===== src/rtl/lvds_tx_framer.sv =====
// I/Q DDR serialiser for the AT86RF215 LVDS TX bus: frames FIFO samples with sync bits, 2 bits per clock.
// Optional internal ramp test pattern source: define LVDS_TX_FRAMER_TESTPAT_EN.
//
// state | meaning
// IDLE  | disabled, zero frames
// SYNC  | zero frames until SYNC_FRAMES frames seen with FIFO non-empty
// RUN   | sample frames, gap zero frames, underrun handling
// DRAIN | one zero frame after disable, then IDLE
module lvds_tx_framer #(
  parameter int SAMPLE_W    = 13,
  parameter int SYNC_FRAMES = 10,
  parameter int GAP_W       = 4,
  parameter int CNT_W       = 16
) (
  input  logic                  i_ddr_clk,
  input  logic                  i_rst_b,
  input  logic                  i_tx_en,
  input  logic                  i_fifo_empty,
  input  logic [2*SAMPLE_W-1:0] i_fifo_data,
  output logic                  o_fifo_pull,
  input  logic [GAP_W-1:0]      i_sample_gap,
  input  logic                  i_underrun_mode,
  input  logic                  i_ctrl_bit,
`ifdef LVDS_TX_FRAMER_TESTPAT_EN
  input  logic                  i_testpat,
`endif
  output logic [1:0]            o_ddr_data,
  output logic                  o_frame_strobe,
  output logic [1:0]            o_state,
  output logic [CNT_W-1:0]      o_underrun_count,
  output logic [CNT_W-1:0]      o_frame_count
);

  localparam int FRAME_W = 2 * (SAMPLE_W + 3);
  localparam int BEATS   = FRAME_W / 2;
  localparam int BEAT_W  = $clog2(BEATS);
  localparam int SYNC_W  = $clog2(SYNC_FRAMES + 1);
  localparam logic [BEAT_W-1:0] BEAT_LAST = BEAT_W'(BEATS - 1);
  localparam logic [SYNC_W-1:0] SYNC_INIT = SYNC_W'(SYNC_FRAMES);

  typedef enum logic [1:0] {
    ST_IDLE  = 2'd0,
    ST_SYNC  = 2'd1,
    ST_RUN   = 2'd2,
    ST_DRAIN = 2'd3
  } state_t;

  state_t                state_q, state_d;
  logic [BEAT_W-1:0]     beat_q, beat_d;
  logic [FRAME_W-1:0]    shift_q, load_d;
  logic [1:0]            ddr_q;
  logic [SYNC_W-1:0]     sync_q, sync_d;
  logic [GAP_W-1:0]      gap_q, gap_d;
  logic [2*SAMPLE_W-1:0] last_q, last_d;
  logic [CNT_W-1:0]      urun_q, urun_d;
  logic [CNT_W-1:0]      fcnt_q, fcnt_d;
  logic                  boundary;
  logic                  run_load;
  logic                  pull_d;
  logic                  sync_empty;
`ifdef LVDS_TX_FRAMER_TESTPAT_EN
  logic [SAMPLE_W-1:0]   ramp_q, ramp_d;
`endif

  function automatic logic [FRAME_W-1:0] mk_frame(input logic [2*SAMPLE_W-1:0] s, input logic ctrl);
    return {2'b10, s[2*SAMPLE_W-1:SAMPLE_W], ctrl, 2'b01, s[SAMPLE_W-1:0], 1'b0};
  endfunction

  assign boundary = (beat_q == BEAT_LAST);
  assign beat_d   = boundary ? '0 : beat_q + BEAT_W'(1);

`ifdef LVDS_TX_FRAMER_TESTPAT_EN
  assign sync_empty = i_fifo_empty && !i_testpat;
`else
  assign sync_empty = i_fifo_empty;
`endif

  always_comb begin
    state_d  = state_q;
    sync_d   = sync_q;
    gap_d    = gap_q;
    last_d   = last_q;
    urun_d   = urun_q;
    fcnt_d   = fcnt_q;
    load_d   = '0;
    pull_d   = 1'b0;
    run_load = 1'b0;
`ifdef LVDS_TX_FRAMER_TESTPAT_EN
    ramp_d   = ramp_q;
`endif
    case (state_q)
      ST_IDLE: begin
        if (boundary && i_tx_en) begin
          state_d = ST_SYNC;
          sync_d  = SYNC_INIT;
          gap_d   = '0;
        end
      end
      ST_SYNC: begin
        // an empty FIFO restarts the sync count on any cycle, not just at a boundary
        if (boundary && !i_tx_en) begin
          state_d = ST_DRAIN;
        end else if (sync_empty) begin
          sync_d = SYNC_INIT;
        end else if (boundary) begin
          if (sync_q == '0) begin
            state_d  = ST_RUN;
            run_load = 1'b1;
          end else begin
            sync_d = sync_q - SYNC_W'(1);
          end
        end
      end
      ST_RUN: begin
        if (boundary) begin
          if (!i_tx_en) state_d = ST_DRAIN;
          else          run_load = 1'b1;
        end
      end
      ST_DRAIN: begin
        if (boundary) state_d = ST_IDLE;
      end
      default: state_d = ST_IDLE;
    endcase

    if (run_load) begin
      if (gap_q != '0) begin
        gap_d = gap_q - GAP_W'(1);
`ifdef LVDS_TX_FRAMER_TESTPAT_EN
      end else if (i_testpat) begin
        load_d = mk_frame({ramp_q, ~ramp_q}, i_ctrl_bit);
        last_d = {ramp_q, ~ramp_q};
        ramp_d = ramp_q + SAMPLE_W'(1);
        gap_d  = i_sample_gap;
        fcnt_d = fcnt_q + CNT_W'(1);
`endif
      end else if (!i_fifo_empty) begin
        load_d = mk_frame(i_fifo_data, i_ctrl_bit);
        pull_d = 1'b1;
        last_d = i_fifo_data;
        gap_d  = i_sample_gap;
        fcnt_d = fcnt_q + CNT_W'(1);
      end else begin
        if (urun_q != '1) urun_d = urun_q + CNT_W'(1);
        if (i_underrun_mode) begin
          load_d = mk_frame(last_q, i_ctrl_bit);
          gap_d  = i_sample_gap;
        end else begin
          state_d = ST_SYNC;
          sync_d  = SYNC_INIT;
        end
      end
    end
  end

  always_ff @(posedge i_ddr_clk or negedge i_rst_b) begin
    if (!i_rst_b) begin
      state_q <= ST_IDLE;
      beat_q  <= '0;
      shift_q <= '0;
      ddr_q   <= '0;
      sync_q  <= '0;
      gap_q   <= '0;
      last_q  <= '0;
      urun_q  <= '0;
      fcnt_q  <= '0;
    end else begin
      state_q <= state_d;
      beat_q  <= beat_d;
      ddr_q   <= shift_q[FRAME_W-1 -: 2];
      shift_q <= boundary ? load_d : {shift_q[FRAME_W-3:0], 2'b00};
      sync_q  <= sync_d;
      gap_q   <= gap_d;
      last_q  <= last_d;
      urun_q  <= urun_d;
      fcnt_q  <= fcnt_d;
    end
  end

`ifdef LVDS_TX_FRAMER_TESTPAT_EN
  always_ff @(posedge i_ddr_clk or negedge i_rst_b) begin
    if (!i_rst_b) ramp_q <= '0;
    else          ramp_q <= ramp_d;
  end
`endif

  assign o_fifo_pull      = pull_d;
  assign o_frame_strobe   = boundary;
  assign o_ddr_data       = ddr_q;
  assign o_state          = state_q;
  assign o_underrun_count = urun_q;
  assign o_frame_count    = fcnt_q;

endmodule


===== config.mk =====
export PLATFORM = sky130hd
export DESIGN_NAME = lvds_tx_framer
export DESIGN_NICKNAME = d
export VERILOG_FILES = /design/src/rtl/lvds_tx_framer.sv
export SDC_FILE = /design/constraint.sdc
export NUM_CORES = 1
export LEC_CHECK = 0
export BUFFER_PORTS_ARGS = -buffer_cell sky130_fd_sc_hd__buf_2
export CORE_ASPECT_RATIO = 0.8
export CORE_MARGIN = 2
export CORE_UTILIZATION = 50
export CTS_BUF_LIST = sky130_fd_sc_hd__clkbuf_8
export DETAILED_ROUTE_END_ITERATION = 8
export PLACE_DENSITY = 0.71
export SETUP_SLACK_MARGIN = 0.5
export SYNTH_ARGS = -nofsm -noshare
export SYNTH_HDL_FRONTEND = slang
export SYNTH_SLANG_ARGS = --single-unit

===== constraint.sdc =====
create_clock -name i_ddr_clk -period 3.2 [get_ports i_ddr_clk]
set_input_delay 0.64 -clock i_ddr_clk [delete_from_list [all_inputs] [get_ports i_ddr_clk]]
set_output_delay 0.64 -clock i_ddr_clk [all_outputs]
set_load 0.05 [all_outputs]

==> flow_metrics.py <==
metrics = {
    "worst_setup_path": {
        "required_ns": 2.56,
        "slowest_stage": "dfrtp_1",
        "regToRegEndpoint": "last_q[18]",
        "crit_type": "reg -> out",
        "cp.arrival_ns": 1.95,
        "path_cells": "inv_1 > ha_2 > nor4b_4 > a21o_1 > and3_2 > buf_6",
        "slowest_delay_ns": 0.43,
        "end_kind": "primary output",
        "regToRegStartpoint": "sync_q[1]",
        "critical_path.max_fanout": 5,
        "crit_path_start_kind": "register",
        "ff2ff_path_depth": 7,
        "r2r_setup_slack_ns": 0.90,
    },
    "sta": {
        "hold_ws_ns": 0.2886,
        "hold_viol": 0,
        "rsz0062_at_grt": "no",
        "setup_violations": 0,
        "setup_ws_ns": 0.6057,
        "fin_tns_setup_ns": 0,
        "max_freq_mhz": 385.5,
        "slew_viol_final": 0,
        "worstMarginPinSlew_ns": 0.7198,
        "slew_headroom_pct": 51.57,
        "fin_crit_ns": 2.594,
        "period_share_pct": 81.07,
        "fin_skew_ns": 0.01138,
    },
    "floorplanning": {
        "ioPinCount": 74,
        "dieArea_um2": 10720,
        "dieWidth_um": 115.2,
        "rows": 32,
        "core-area_um2": 9649,
        "initial_core_util_pct": 51.30,
        "die_y_um": 92.99,
    },
    "cts": {
        "hold_buffers": 0,
        "cts.sink_count": 105,
        "cts.clk_slew.worst_paths_ns": 0.09,
        "clk_path_buf_depth": 2,
        "clk_latency_ns": 0.37,
        "cts_tree": "yes",
        "cts_buffers": 9,
        "h-tree-depth": 3,
        "clock-root-buffer": "clkbuf_8",
    },
    "logic_synthesis": {
        "synth_compound_area_share_pct": 11.65,
        "synth_top_family_by_area": "simple AND/OR/NAND/NOR gates",
        "synth_fa_ha_area_share_pct": 2.275,
        "synth_edf_count": 0,
        "synthCells": 443,
        "synth_area_per_cell_um2": 11.17,
        "synth_nets": 488,
        "synth-seq-cells": 105,
        "synth.yosys.seq_area_share_pct": 53.08,
        "ys_warn_count": 0,
        "synth_simple_gate_area_share_pct": 18.10,
        "synthArstFlopShare_pct": 100.0,
        "synth-xor-area-share_pct": 5.485,
        "synth_mux_area_share_pct": 6.370,
        "synth_ff_type": "dfrtp_1",
        "yosysUniqueCellTypes": 50,
        "synth_area_um2": 4950,
    },
    "cells_and_area": {
        "seqCellArea_um2": 2628,
        "layout-drive-gt1-share_pct": 26.59,
        "final_nets": 560,
        "post-route-cell-area_um2": 5682,
        "syn_to_final_growth_pct": 14.79,
        "multiInputGateArea_um2": 2181,
        "fillCellCount": 835,
        "fin_cells": 656,
    },
    "status": {
        "outcome": "completed",
    },
    "grt": {
        "grt_pass1_wl_um": 17640,
        "grt_max_degree": 54,
        "grt_pass1_vias": 3677,
        "antenna_found_initial": 1,
        "grt_util_all_layers_pct": 20.77,
        "overflow": 0,
    },
    "run": {
        "max_cap_viol_count": 0,
    },
    "detailed_routing": {
        "drt-pass1-iter-count": 5,
        "drt_first_iter_violations": 317,
        "finalWirelength_um": 10380,
        "viasPerCell": 5.559,
        "vias": 3647,
        "wl_per_cell_um": 15.82,
        "drc": 0,
        "ant_nets": 0,
    },
    "placement": {
        "io_buffer_count": 73,
        "dp_hpwl_um": 7243,
        "place_ws_ns": 0.6424,
        "place_inst": 639,
        "gp_congestion": 0.9114,
        "dpl_cell_area_um2": 5448,
    },
    "min_path": {
        "min_path_type": "in -> async",
    },
    "pwr": {
        "max-vdd-ir-drop_uv": 284.8,
        "p_per_area_nw_per_um2": 450.5,
        "p_leak_nw": 2.854,
    },
}
Yosys cell counts, types with 4 or more instances:
| cell | number | area share (%) |
|---|---|---|
| nor4_1 | 13 | 1.6 |
| nand3_1 | 14 | 1.4 |
| nand2b_1 | 5 | 0.63 |
| buf_2 | 9 | 0.91 |
| and3_1 | 5 | 0.63 |
| ha_1 | 9 | 2.3 |
| clkbuf_1 | 8 | 0.61 |
| dfrtp_1 | 105 | 53 |
| xor2_1 | 28 | 5.0 |
| a21oi_1 | 7 | 0.71 |
| mux2_2 | 28 | 6.4 |
| inv_1 | 12 | 0.91 |
| and4_1 | 4 | 0.71 |
| nor3_1 | 15 | 1.5 |
| and2_1 | 5 | 0.63 |
| nor2_1 | 13 | 0.99 |
| a22oi_1 | 25 | 3.8 |
| nand2_1 | 41 | 3.1 |
| nand4_1 | 12 | 1.5 |
| o21ai_1 | 7 | 0.71 |
| o21ai_0 | 25 | 2.5 |
| o211ai_1 | 5 | 0.76 |
| or3_1 | 5 | 0.63 |
| nor3b_1 | 5 | 0.76 |
worst max path at each step:
stage / from / end / slack (ns) / cells after the start
floorplan: o_state[1] / o_fifo_pull / 0.64 / 5
global placement: i_fifo_empty / o_fifo_pull / 0.70 / 5
detailed placement: i_fifo_empty / o_fifo_pull / 0.64 / 5
CTS: sync_q[1] / o_fifo_pull / 0.52 / 6
global route: sync_q[1] / o_fifo_pull / 0.50 / 6
finish: sync_q[1] / o_fifo_pull / 0.61 / 6
timing repair:
item / in CTS / in global routing
gates resized for setup: 3 / 3
setup endpoints to repair: 1 / 1
setup buffers: 1 / 0
pin swaps: 0 / 1
area by class of cell:
class / instances / area share, %
sequential: 105 / 46.25
timing repair buffer: 81 / 7.862
antenna: 1 / 0.04404
tap: 136 / 2.995
multi-input combinational: 306 / 38.38
clock inverter: 6 / 1.497
clock buffer: 9 / 2.180
inverter: 12 / 0.7928
power by group:
group	internal (mW)	leakage [nW]	switching, mW
Sequential	1.34	1.44	0.0247
Clock	0.434	0.106	0.441
Combinational	0.120	1.31	0.198
Total	1.90	2.85	0.664
critical path: cells and delay by family, from the launching register on:
family | cells | cell delay, ns
simple gates | 2 | 0.47
flops | 1 | 0.43
buf+inv | 2 | 0.26
fa+ha+maj | 1 | 0.21
compound gates | 1 | 0.20
per-stage QoR:
step	utilization [%]	power, mW
floorplan	-	1.594
global placement	56.46	1.694
detailed placement	56.46	1.703
CTS	58.79	2.583
global route	58.86	2.682
finish	58.88	2.560
logic make-up (layout without fill, tap and decap cells):
kind of cell,after synthesis,count (layout)
AOI/OAI and AO/OA,87,87
xor gates and xnor gates,31,31
adders and majority gates,9,9
buffers and inverters,32,108
DFF,105,105
muxes,28,28
other,0,1
and+or+nand+nor,151,151
cells in the final DEF (no fill, tap or decap), types with 14 or more instances in the layout:
master   Yosys  final
dfrtp_1    105    105
buf_2        9     71
nand2_1     41     41
xor2_1      28     28
mux2_2      28     28
o21ai_0     25     25
a22oi_1     25     25
nor3_1      15     15
nand3_1     14     14
layer usage:
layer	share of wire (%)	GRT usage, %	wire, µm
met2	46	31.86	4773
met5	0	0	0
met3	4.4	5.120	460
met1	48	29.09	4988
met4	1.5	6.928	154
registers in the layout, summed over array words and instances, names as in the netlist:
| name | cells |
|---|---|
| gap_q | 4 |
| o_underrun_count | 16 |
| sync_q | 4 |
| shift_q | 31 |
| o_ddr_data | 2 |
| o_state | 2 |
| last_q | 26 |
| o_frame_count | 16 |
| beat_q | 4 |
No activity file was read; power rests on OpenSTA's default activity.
